## src/rtl/version_store.sv

```systemverilog
// rtl/version_store.sv - versioned slot store: tagged writes with oldest-tag eviction,
// reads return the newest slot whose tag does not exceed the requested version.
module version_store #(
  parameter int DATA_WIDTH    = 32,
  parameter int VERSION_WIDTH = 4,
  parameter int VERSION_NUM   = 4
) (
  input  logic                               clk,
  input  logic                               rstN,
  input  logic                               wrValid,
  output logic                               wrReady,
  input  logic [VERSION_WIDTH-1:0]           wrVersion,
  input  logic [DATA_WIDTH-1:0]              wrData,
  input  logic                               rdValid,
  output logic                               rdReady,
  input  logic [VERSION_WIDTH-1:0]           readVersion,
  output logic                               respValid,
  input  logic                               respReady,
  output logic [DATA_WIDTH-1:0]              dataOut,
  output logic                               hit,
  output logic [$clog2(VERSION_NUM+1)-1:0]   count,
  output logic                               drop
);

  localparam int IDX_W = $clog2(VERSION_NUM);
  localparam int CNT_W = $clog2(VERSION_NUM + 1);

  logic [VERSION_NUM-1:0]   r_valid;
  logic [VERSION_WIDTH-1:0] r_tag  [VERSION_NUM];
  logic [DATA_WIDTH-1:0]    r_data [VERSION_NUM];
  logic [CNT_W-1:0]         r_count;
  logic                     r_resp_valid;
  logic                     r_hit;
  logic [DATA_WIDTH-1:0]    r_data_out;
  logic                     r_drop;

  logic                     w_wr_fire;
  logic                     w_rd_fire;
  logic                     w_match;
  logic [IDX_W-1:0]         w_match_idx;
  logic                     w_free;
  logic [IDX_W-1:0]         w_free_idx;
  logic                     w_min_found;
  logic [VERSION_WIDTH-1:0] w_min_tag;
  logic [IDX_W-1:0]         w_min_idx;
  logic                     w_wr_en;
  logic [IDX_W-1:0]         w_wr_idx;
  logic                     w_count_inc;
  logic                     w_discard;
  logic                     w_rd_hit;
  logic [VERSION_WIDTH-1:0] w_rd_tag;
  logic [DATA_WIDTH-1:0]    w_rd_data;

  // Write side is always ready outside reset, so it follows rstN directly.
  assign wrReady   = rstN;
  assign rdReady   = !r_resp_valid || respReady;
  assign w_wr_fire = wrValid && wrReady;
  assign w_rd_fire = rdValid && rdReady;

  assign respValid = r_resp_valid;
  assign hit       = r_hit;
  assign dataOut   = r_data_out;
  assign count     = r_count;
  assign drop      = r_drop;

  always_comb begin
    w_match     = 1'b0;
    w_match_idx = '0;
    w_free      = 1'b0;
    w_free_idx  = '0;
    w_min_found = 1'b0;
    w_min_tag   = '0;
    w_min_idx   = '0;
    for (int i = 0; i < VERSION_NUM; i++) begin
      if (r_valid[i] && (r_tag[i] == wrVersion) && !w_match) begin
        w_match     = 1'b1;
        w_match_idx = IDX_W'(i);
      end
      if (!r_valid[i] && !w_free) begin
        w_free     = 1'b1;
        w_free_idx = IDX_W'(i);
      end
      if (r_valid[i] && (!w_min_found || (r_tag[i] < w_min_tag))) begin
        w_min_found = 1'b1;
        w_min_tag   = r_tag[i];
        w_min_idx   = IDX_W'(i);
      end
    end
  end

  // Priority: overwrite same tag, then fill a free slot, then evict the oldest tag.
  always_comb begin
    w_wr_en     = 1'b0;
    w_wr_idx    = '0;
    w_count_inc = 1'b0;
    w_discard   = 1'b0;
    if (w_wr_fire) begin
      if (w_match) begin
        w_wr_en  = 1'b1;
        w_wr_idx = w_match_idx;
      end else if (w_free) begin
        w_wr_en     = 1'b1;
        w_wr_idx    = w_free_idx;
        w_count_inc = 1'b1;
      end else if (wrVersion > w_min_tag) begin
        w_wr_en  = 1'b1;
        w_wr_idx = w_min_idx;
      end else begin
        w_discard = 1'b1;
      end
    end
  end

  always_comb begin
    w_rd_hit  = 1'b0;
    w_rd_tag  = '0;
    w_rd_data = '0;
    for (int i = 0; i < VERSION_NUM; i++) begin
      if (r_valid[i] && (r_tag[i] <= readVersion) && (!w_rd_hit || (r_tag[i] > w_rd_tag))) begin
        w_rd_hit  = 1'b1;
        w_rd_tag  = r_tag[i];
        w_rd_data = r_data[i];
      end
    end
  end

  always_ff @(posedge clk or negedge rstN) begin
    if (!rstN) begin
      r_valid      <= '0;
      r_count      <= '0;
      r_drop       <= 1'b0;
      r_resp_valid <= 1'b0;
      r_hit        <= 1'b0;
      r_data_out   <= '0;
    end else begin
      r_drop <= w_discard;
      if (w_wr_en) begin
        r_valid[w_wr_idx] <= 1'b1;
      end
      if (w_count_inc) begin
        r_count <= r_count + 1'b1;
      end
      if (w_rd_fire) begin
        r_resp_valid <= 1'b1;
        r_hit        <= w_rd_hit;
        r_data_out   <= w_rd_data;
      end else if (respReady) begin
        r_resp_valid <= 1'b0;
      end
    end
  end

  // Slot payloads need no reset: the valid bits gate every use of them.
  always_ff @(posedge clk) begin
    if (w_wr_en) begin
      r_tag[w_wr_idx]  <= wrVersion;
      r_data[w_wr_idx] <= wrData;
    end
  end

endmodule

```

## config.mk

```make
export PLATFORM = sky130hd
export DESIGN_NAME = version_store
export DESIGN_NICKNAME = d
export VERILOG_FILES = /design/src/rtl/version_store.sv
export SDC_FILE = /design/constraint.sdc
export NUM_CORES = 1
export LEC_CHECK = 0
export CORE_UTILIZATION = 33
export DETAILED_ROUTE_END_ITERATION = 8
export GPL_ROUTABILITY_DRIVEN = 0
export GPL_TIMING_DRIVEN = 0
export PLACE_DENSITY = 0.63
export SYNTH_ARGS = -nofsm -noshare
export SYNTH_HDL_FRONTEND = slang
export SYNTH_SLANG_ARGS = --single-unit
```

## constraint.sdc

```tcl
create_clock -name clk -period 7.6 [get_ports clk]
set_clock_uncertainty 0.15 [all_clocks]
set_input_delay 0.76 -clock clk [delete_from_list [all_inputs] [get_ports clk]]
set_output_delay 0.76 -clock clk [all_outputs]
set_load 0.005 [all_outputs]
```

==> results of run 1 <==
==> cell families (layout without fill, tap and decap cells) <==
| logic type | Yosys count | count (layout) | share of synthesized area, % |
|---|---|---|---|
| AO/OA/AOI/OAI | 171 | 171 | 16.5 |
| XOR/XNOR | 18 | 18 | 1.82 |
| adder cells (fa/ha/maj) | 42 | 42 | 6.07 |
| buffers and inverters | 60 | 184 | 3.74 |
| flip-flops | 186 | 186 | 62.0 |
| multiplexers | 11 | 11 | 1.34 |
| AND/OR/NAND/NOR | 158 | 158 | 8.52 |
==> synthesized netlist by cell type (all sizes together), types with 7 or more instances <==
master  instances
ha             42
buf            26
a21oi          21
dfrtp          42
a31oi          37
o211ai         37
inv            26
xnor2           8
xor2           10
o21ai          23
nand3          14
nand2b         11
edfxtp        144
nor2           52
a221o          32
clkbuf          7
nand2          54
==> layer usage <==
metal | track usage [%] | vias to the layer above | part of all wire [%]
li1 | - | 2703 | -
met1 | 21.5 | 2759 | 46
met5 | 0 | - | 0
met3 | 3.36 | 26 | 3.7
met2 | 27.7 | 131 | 49
met4 | 5.30 | 0 | 1.5
==> worst register-to-register path: cells and delay by family (launching register included) <==
kind                     cells  cell delay (ns)
buffers and inverters        5             0.98
AO/OA/AOI/OAI               11             2.00
multiplexers                 3             0.91
AND/OR/NAND/NOR              9             1.10
flip-flops                   1             0.33
adder cells (fa/ha/maj)      4             1.25
==> path summary, 6_finish.rpt <==
check,start,endpoint,slack (ns)
max,r_valid[0]$_DFFE_PN0P_,r_data[3][14]$_DFFE_PP_,0.52
min,rstN,dataOut[28]$_DFFE_PN0P_,0.19
max reg2reg,r_valid[0]$_DFFE_PN0P_,r_data[3][14]$_DFFE_PP_,0.52
min reg2reg,count[2]$_DFFE_PN0P_,count[2]$_DFFE_PN0P_,0.32
max in group asynchronous,rstN,dataOut[14]$_DFFE_PN0P_,6.54
min in group clk,count[2]$_DFFE_PN0P_,count[2]$_DFFE_PN0P_,0.32
==> power groups by stage <==
stage | Clock [mW] | Sequential (mW) | Combinational [mW]
floorplan | 0 | 1.63 | 1.67
global placement | 0 | 1.68 | 2.40
detailed placement | 0 | 1.66 | 2.50
CTS | 0.862 | 1.64 | 2.51
global route | 0.897 | 1.68 | 2.77
finish | 0.844 | 1.64 | 2.50
==> flip-flops by register name, indices dropped and copies added, names as in the netlist <==
register   count
drop           1
count          3
respValid      1
dataOut       32
r_tag         16
r_valid        4
r_data       128
hit            1
==> metrics by stage <==
stage          power, mW  util (%)  hold WS (ns)  instances
3_3_place_gp        4.09      38.9         0.309       1060
5_1_grt             5.34      41.7         0.214       1100
2_1_floorplan       3.30         -         0.314        646
6_report            4.99      41.7         0.187       1100
3_5_place_dp        4.17      39.4         0.313       1065
4_1_cts             5.02      41.6         0.194       1097
==> final cells by class <==
type	instances	area, um2	share of cell area, %
clock inverter	12	124	1.17
clock buffer	20	437	4.11
multi-input combinational	400	2990	28.1
timing repair buffer	92	958	9.02
sequential	186	5380	50.6
tap	330	413	3.89
buffer	33	220	2.07
inverter	27	104	0.978
==> what timing repair did <==
| item | 4_1_cts | 5_1_grt |
|---|---|---|
| gates resized for setup | 0 | 2 |
| endpoints found under the hold margin | 0 | 0 |
| hold buffers | 0 | 0 |
| setup endpoints to repair | 0 | 64 |
| setup buffers | 0 | 3 |
==> results.toml, run 1 <==
[outcome]
outcome = "complete, no violations"

[worst_setup_path]
cp_data_required_time_ns = 7.57
crit_path_top_delay_cell = "nor2_4"
ff2ff_path_depth = 32
start_kind = "register"
crit_family = "compound AO/OA/AOI/OAI gates"
path_buf_inv = 5
path_max_fanout = 27
critPathMostFrequentCell = "nand2_1"
critPathCaptureType = "register"
slowest_delay_ns = 0.38
criticalPathCategory = "register to register"
cp_num_cells = 32
cp.arrival_ns = 7.04

[die]
floorplan.initialDensity_pct = 34.0
pin_count = 85
die_y_um = 164
core_mm2 = 0.0255
fp.dieW_um = 164
die_area_mm2 = 0.0269
num_rows = 58

[sta]
layout_min_cycle_time_ns = 7.08
fmax_mhz = 141
tightest_slew_ns = 0.763
setup_slack_ns = 0.524
grt_setup_unrepaired = "yes"
relSlewSlack_pct = 49.1
finalHoldViolations = 0
setup-tns-final_ns = 0
setup_viol = 0
fin_crit_sh_pct = 93.1
slew_viol_final = 0

[placed_design]
post-place-ws_ns = 0.172
dpl_cell_area_mm2 = 0.0100
post-dp-hpwl_mm = 14.2
io_buffers = 84

[final_layout]
fillers = 2325
final_cell_mix = "edfxtp_1 (144), clkdlybuf4s50_1 (83), nand2_1 (54)"
n_antenna_cell = 0
fin_nets = 844
final_cell_area_mm2 = 0.0106
syn2layout_area_growth_pct = 22.6
mostFrequentLayoutCell = "edfxtp_1"
drive_gt1_share_pct = 14.9

[logic_synthesis]
synth_fp_nets = 733
synth_area_mm2 = 0.00866
synthArstFlopShare_pct = 22.6
ys_seq_elements = 186
yosys_warnings = 0
yosysTopAreaCell = "edfxtp_1"
synth_area_leaders = "edfxtp_1 (50%), dfrtp_1 (12%), ha_1 (6.1%)"
synthCells = 646
ys.flop_type = "edfxtp_1"
synth_cell_types = 60
ys_seq_area_share_pct = 62.0
synth-edff-count = 144
synth_area_per_cell_um2 = 13.4
synth_top_area_share_pct = 49.9

[hold_path]
min_path_type = "primary input to asynchronous set/reset pin"

[detailed_routing]
final_antenna_net_count = 0
drc = 0
viasPerCell = 5.11
drtIter0Drc = 326
firstDrtPassIters = 5
wl_per_cell_um = 19.1
vias = 5619
wl_mm = 21.0

[grt]
grt_pass1_vias = 5787
grt_overflow_total = 0
grt_max_degree = 29
grt_first_pass_wirelength_mm = 32.9
antenna_found_initial = 0
gr-usage-all-layers_pct = 16.6

[power_and_ir_drop]
pwr-share-comb_pct = 50.1
pwr-share-clk_pct = 16.9
ir_drop_mv = 0.232
leakage_nw = 3.81
netSwitchingPower_mw = 1.99
p_per_area_mw_per_mm2 = 470
p_int_mw = 2.99
seq_power_share_pct = 33.0
switching_share_pct = 40.0

[clocking]
clkLatencyLatePin_ns = 0.43
clk_path_buf_depth = 2
cts_root_buf = "clkbuf_16"
clk_pin_slew_ns = 0.07
htreeDepth = 4
clock-sinks = 186
numCtsBuffers = 17
cts_tree = "built"

[job]
max_cap_violations = 0
Power figures use the tool's default switching activity.
==> inputs of run 2 (changes only) <==
Settings changed: GPL_TIMING_DRIVEN 0 to not set, RECOVER_POWER set to 100.
==> run 2 against run 1 <==
  * The flow now finishes with violations (max-capacitance violations, max-slew violations)
  * Maximum frequency grew 0.22%
  * Worst setup slack gained 0.015 ns
  * First-iteration DRC count grew 6.7%
  * Worst hold slack gained 0.13 ns
==> results.toml, run 2 (synthesis results as in run 1) <==
[job]
max_cap_violations = 1

[sta]
fmax_mhz = 142
setup-tns-final_ns = 0
layout_min_cycle_time_ns = 7.06
relSlewSlack_pct = -80.0
tightest_slew_ns = 2.70
setup_slack_ns = 0.540
fin_crit_sh_pct = 92.9
grt_setup_unrepaired = "no"
setup_viol = 0
slew_viol_final = 45
finalHoldViolations = 0

[worst_setup_path]
regToRegSetupSlack_ns = 0.72
r2r-end = "r_data[3][25]$_DFFE_PP_"
ff2ff_path_depth = 28
critPathCaptureType = "register"
slowest_delay_ns = 0.67
path_max_fanout = 32
start_kind = "primary input"
r2r-start = "r_tag[1][3]$_DFFE_PP_"
cp_data_required_time_ns = 7.80
crit_path_top_delay_cell = "clkbuf_2"
criticalPathCategory = "primary input to register"
critPathMostFrequentCell = "ha_1"
cp.arrival_ns = 7.26

[clocking]
clk_pin_slew_ns = 0.07
clk_path_buf_depth = 2
cts_tree = "built"
htreeDepth = 4
clock-sinks = 186
hold_buffers = 0
cts_root_buf = "clkbuf_16"
numCtsBuffers = 17
post_cts_buffers = 0
ctsResizeCount = 0
clkLatencyLatePin_ns = 0.43

[die]
fp.dieW_um = 164
die_area_mm2 = 0.0269
die_y_um = 164
num_rows = 58
core_mm2 = 0.0255
pin_count = 85
floorplan.initialDensity_pct = 34.0

[detailed_routing]
vias = 5545
drc = 0
drtIter0Drc = 348
viasPerCell = 5.17
final_antenna_net_count = 0
wl_mm = 19.8
wl_per_cell_um = 18.5
firstDrtPassIters = 6

[power_and_ir_drop]
ir_drop_mv = 0.264
leakage_nw = 3.74
p_per_area_mw_per_mm2 = 467

[hold_path]
hold_path_depth = 1
holdPathEnd = "count[2]$_DFFE_PN0P_"
min_path_type = "register to register"
min_from = "count[2]$_DFFE_PN0P_"

[outcome]
outcome = "complete, but fails checks"
failed_checks = "max-capacitance violations, max-slew violations"

[placed_design]
dpl_cell_area_mm2 = 0.00988
io_buffers = 84
post-place-ws_ns = 0.471
post-dp-hpwl_mm = 12.8

[grt]
gr-usage-all-layers_pct = 15.7
grt_first_pass_wirelength_mm = 31.6
grt_pass1_vias = 5644
grt_overflow_total = 0
antenna_found_initial = 1
grt_max_degree = 67

[final_layout]
largest_register = "r_data"
largest_reg_flops = 128
final_cell_mix = "edfxtp_1 (144), dlygate4sd3_1 (77), nand2_1 (54)"
fin_util_pct = 41.1
final_cell_area_mm2 = 0.0105
fin_nets = 816
mostFrequentLayoutCell = "edfxtp_1"
syn2layout_area_growth_pct = 20.7
fillers = 2340
drive_gt1_share_pct = 12.8
[run 2: cell count changes in the layout (fill, tap and decap cells not counted), moves of 3 or more]
cell / before / now
buf_2: 12 / 1
clkbuf_1: 10 / 1
clkinv_4: 0 / 3
dlygate4sd3_1: 0 / 77
clkinvlp_4: 3 / 0
buf_4: 10 / 5
a21oi_2: 5 / 2
buf_12: 5 / 2
buf_6: 6 / 2
clkdlybuf4s50_1: 83 / 6
[run 2: critical path: cells and delay by family]
kind,cells,cell delay [ns]
buffers and inverters,4,1.60
multiplexers,1,0.41
adder cells (fa/ha/maj),4,1.13
AND/OR/NAND/NOR,7,0.82
AO/OA/AOI/OAI,16,2.48
[run 2: power by group]
part | switching, mW | leakage [nW] | internal (mW)
clock | 0.410 | 0.304 | 0.508
combinational | 1.36 | 1.67 | 0.957
sequential | 0.165 | 1.77 | 1.48
[run 2: final cells by class]
class | instances | area, um2 | area share [%]
Inverter | 27 | 104 | 0.993
Antenna cell | 1 | 2.50 | 0.0239
Clock buffer | 18 | 439 | 4.20
Timing Repair Buffer | 97 | 960 | 9.18
Sequential cell | 186 | 5380 | 51.4
Multi-Input combinational cell | 400 | 2990 | 28.6
Tap cell | 330 | 413 | 3.95
Clock inverter | 14 | 179 | 1.71
[run 2: worst max-delay path by stage]
stage                                start  cells after the start                 endpoint  slack [ns]
detailed placement          readVersion[2]                     32   dataOut[2]$_DFFE_PN0P_        0.47
finish                      readVersion[2]                     32   dataOut[2]$_DFFE_PN0P_        0.54
floorplan           r_valid[0]$_DFFE_PN0P_                     30   r_data[3][0]$_DFFE_PP_        0.54
global placement            readVersion[2]                     32   dataOut[9]$_DFFE_PN0P_        0.57
CTS                 r_valid[0]$_DFFE_PN0P_                     29  r_data[2][31]$_DFFE_PP_        0.66
global route        r_valid[0]$_DFFE_PN0P_                     29  r_data[3][31]$_DFFE_PP_        0.03
[run 2: stage by stage]
stage	total power, mW	hold slack, ns	instances
final	4.88	0.321	1073
after global routing	5.25	0.352	1072
after CTS	5.02	0.317	1072
after detailed placement	4.10	0.318	1040
after global placement	4.06	0.315	1040
after floorplan	3.30	0.314	646
[run 2: per-layer routing]
layer | track usage [%] | share of wire (%) | vias to the layer above
met4 | 4.38 | 0.79 | 0
met3 | 3.23 | 4.8 | 12
met2 | 25.7 | 49 | 143
met5 | 0 | 0 | -
li1 | - | - | 2648
met1 | 21.0 | 46 | 2742
==> inputs of run 3 (changes only) <==
Settings changed: ABC_CLOCK_PERIOD_IN_PS set to 7600.
==> results of run 3 <==
Final layout, timing and power as in run 2 (identical DEF).
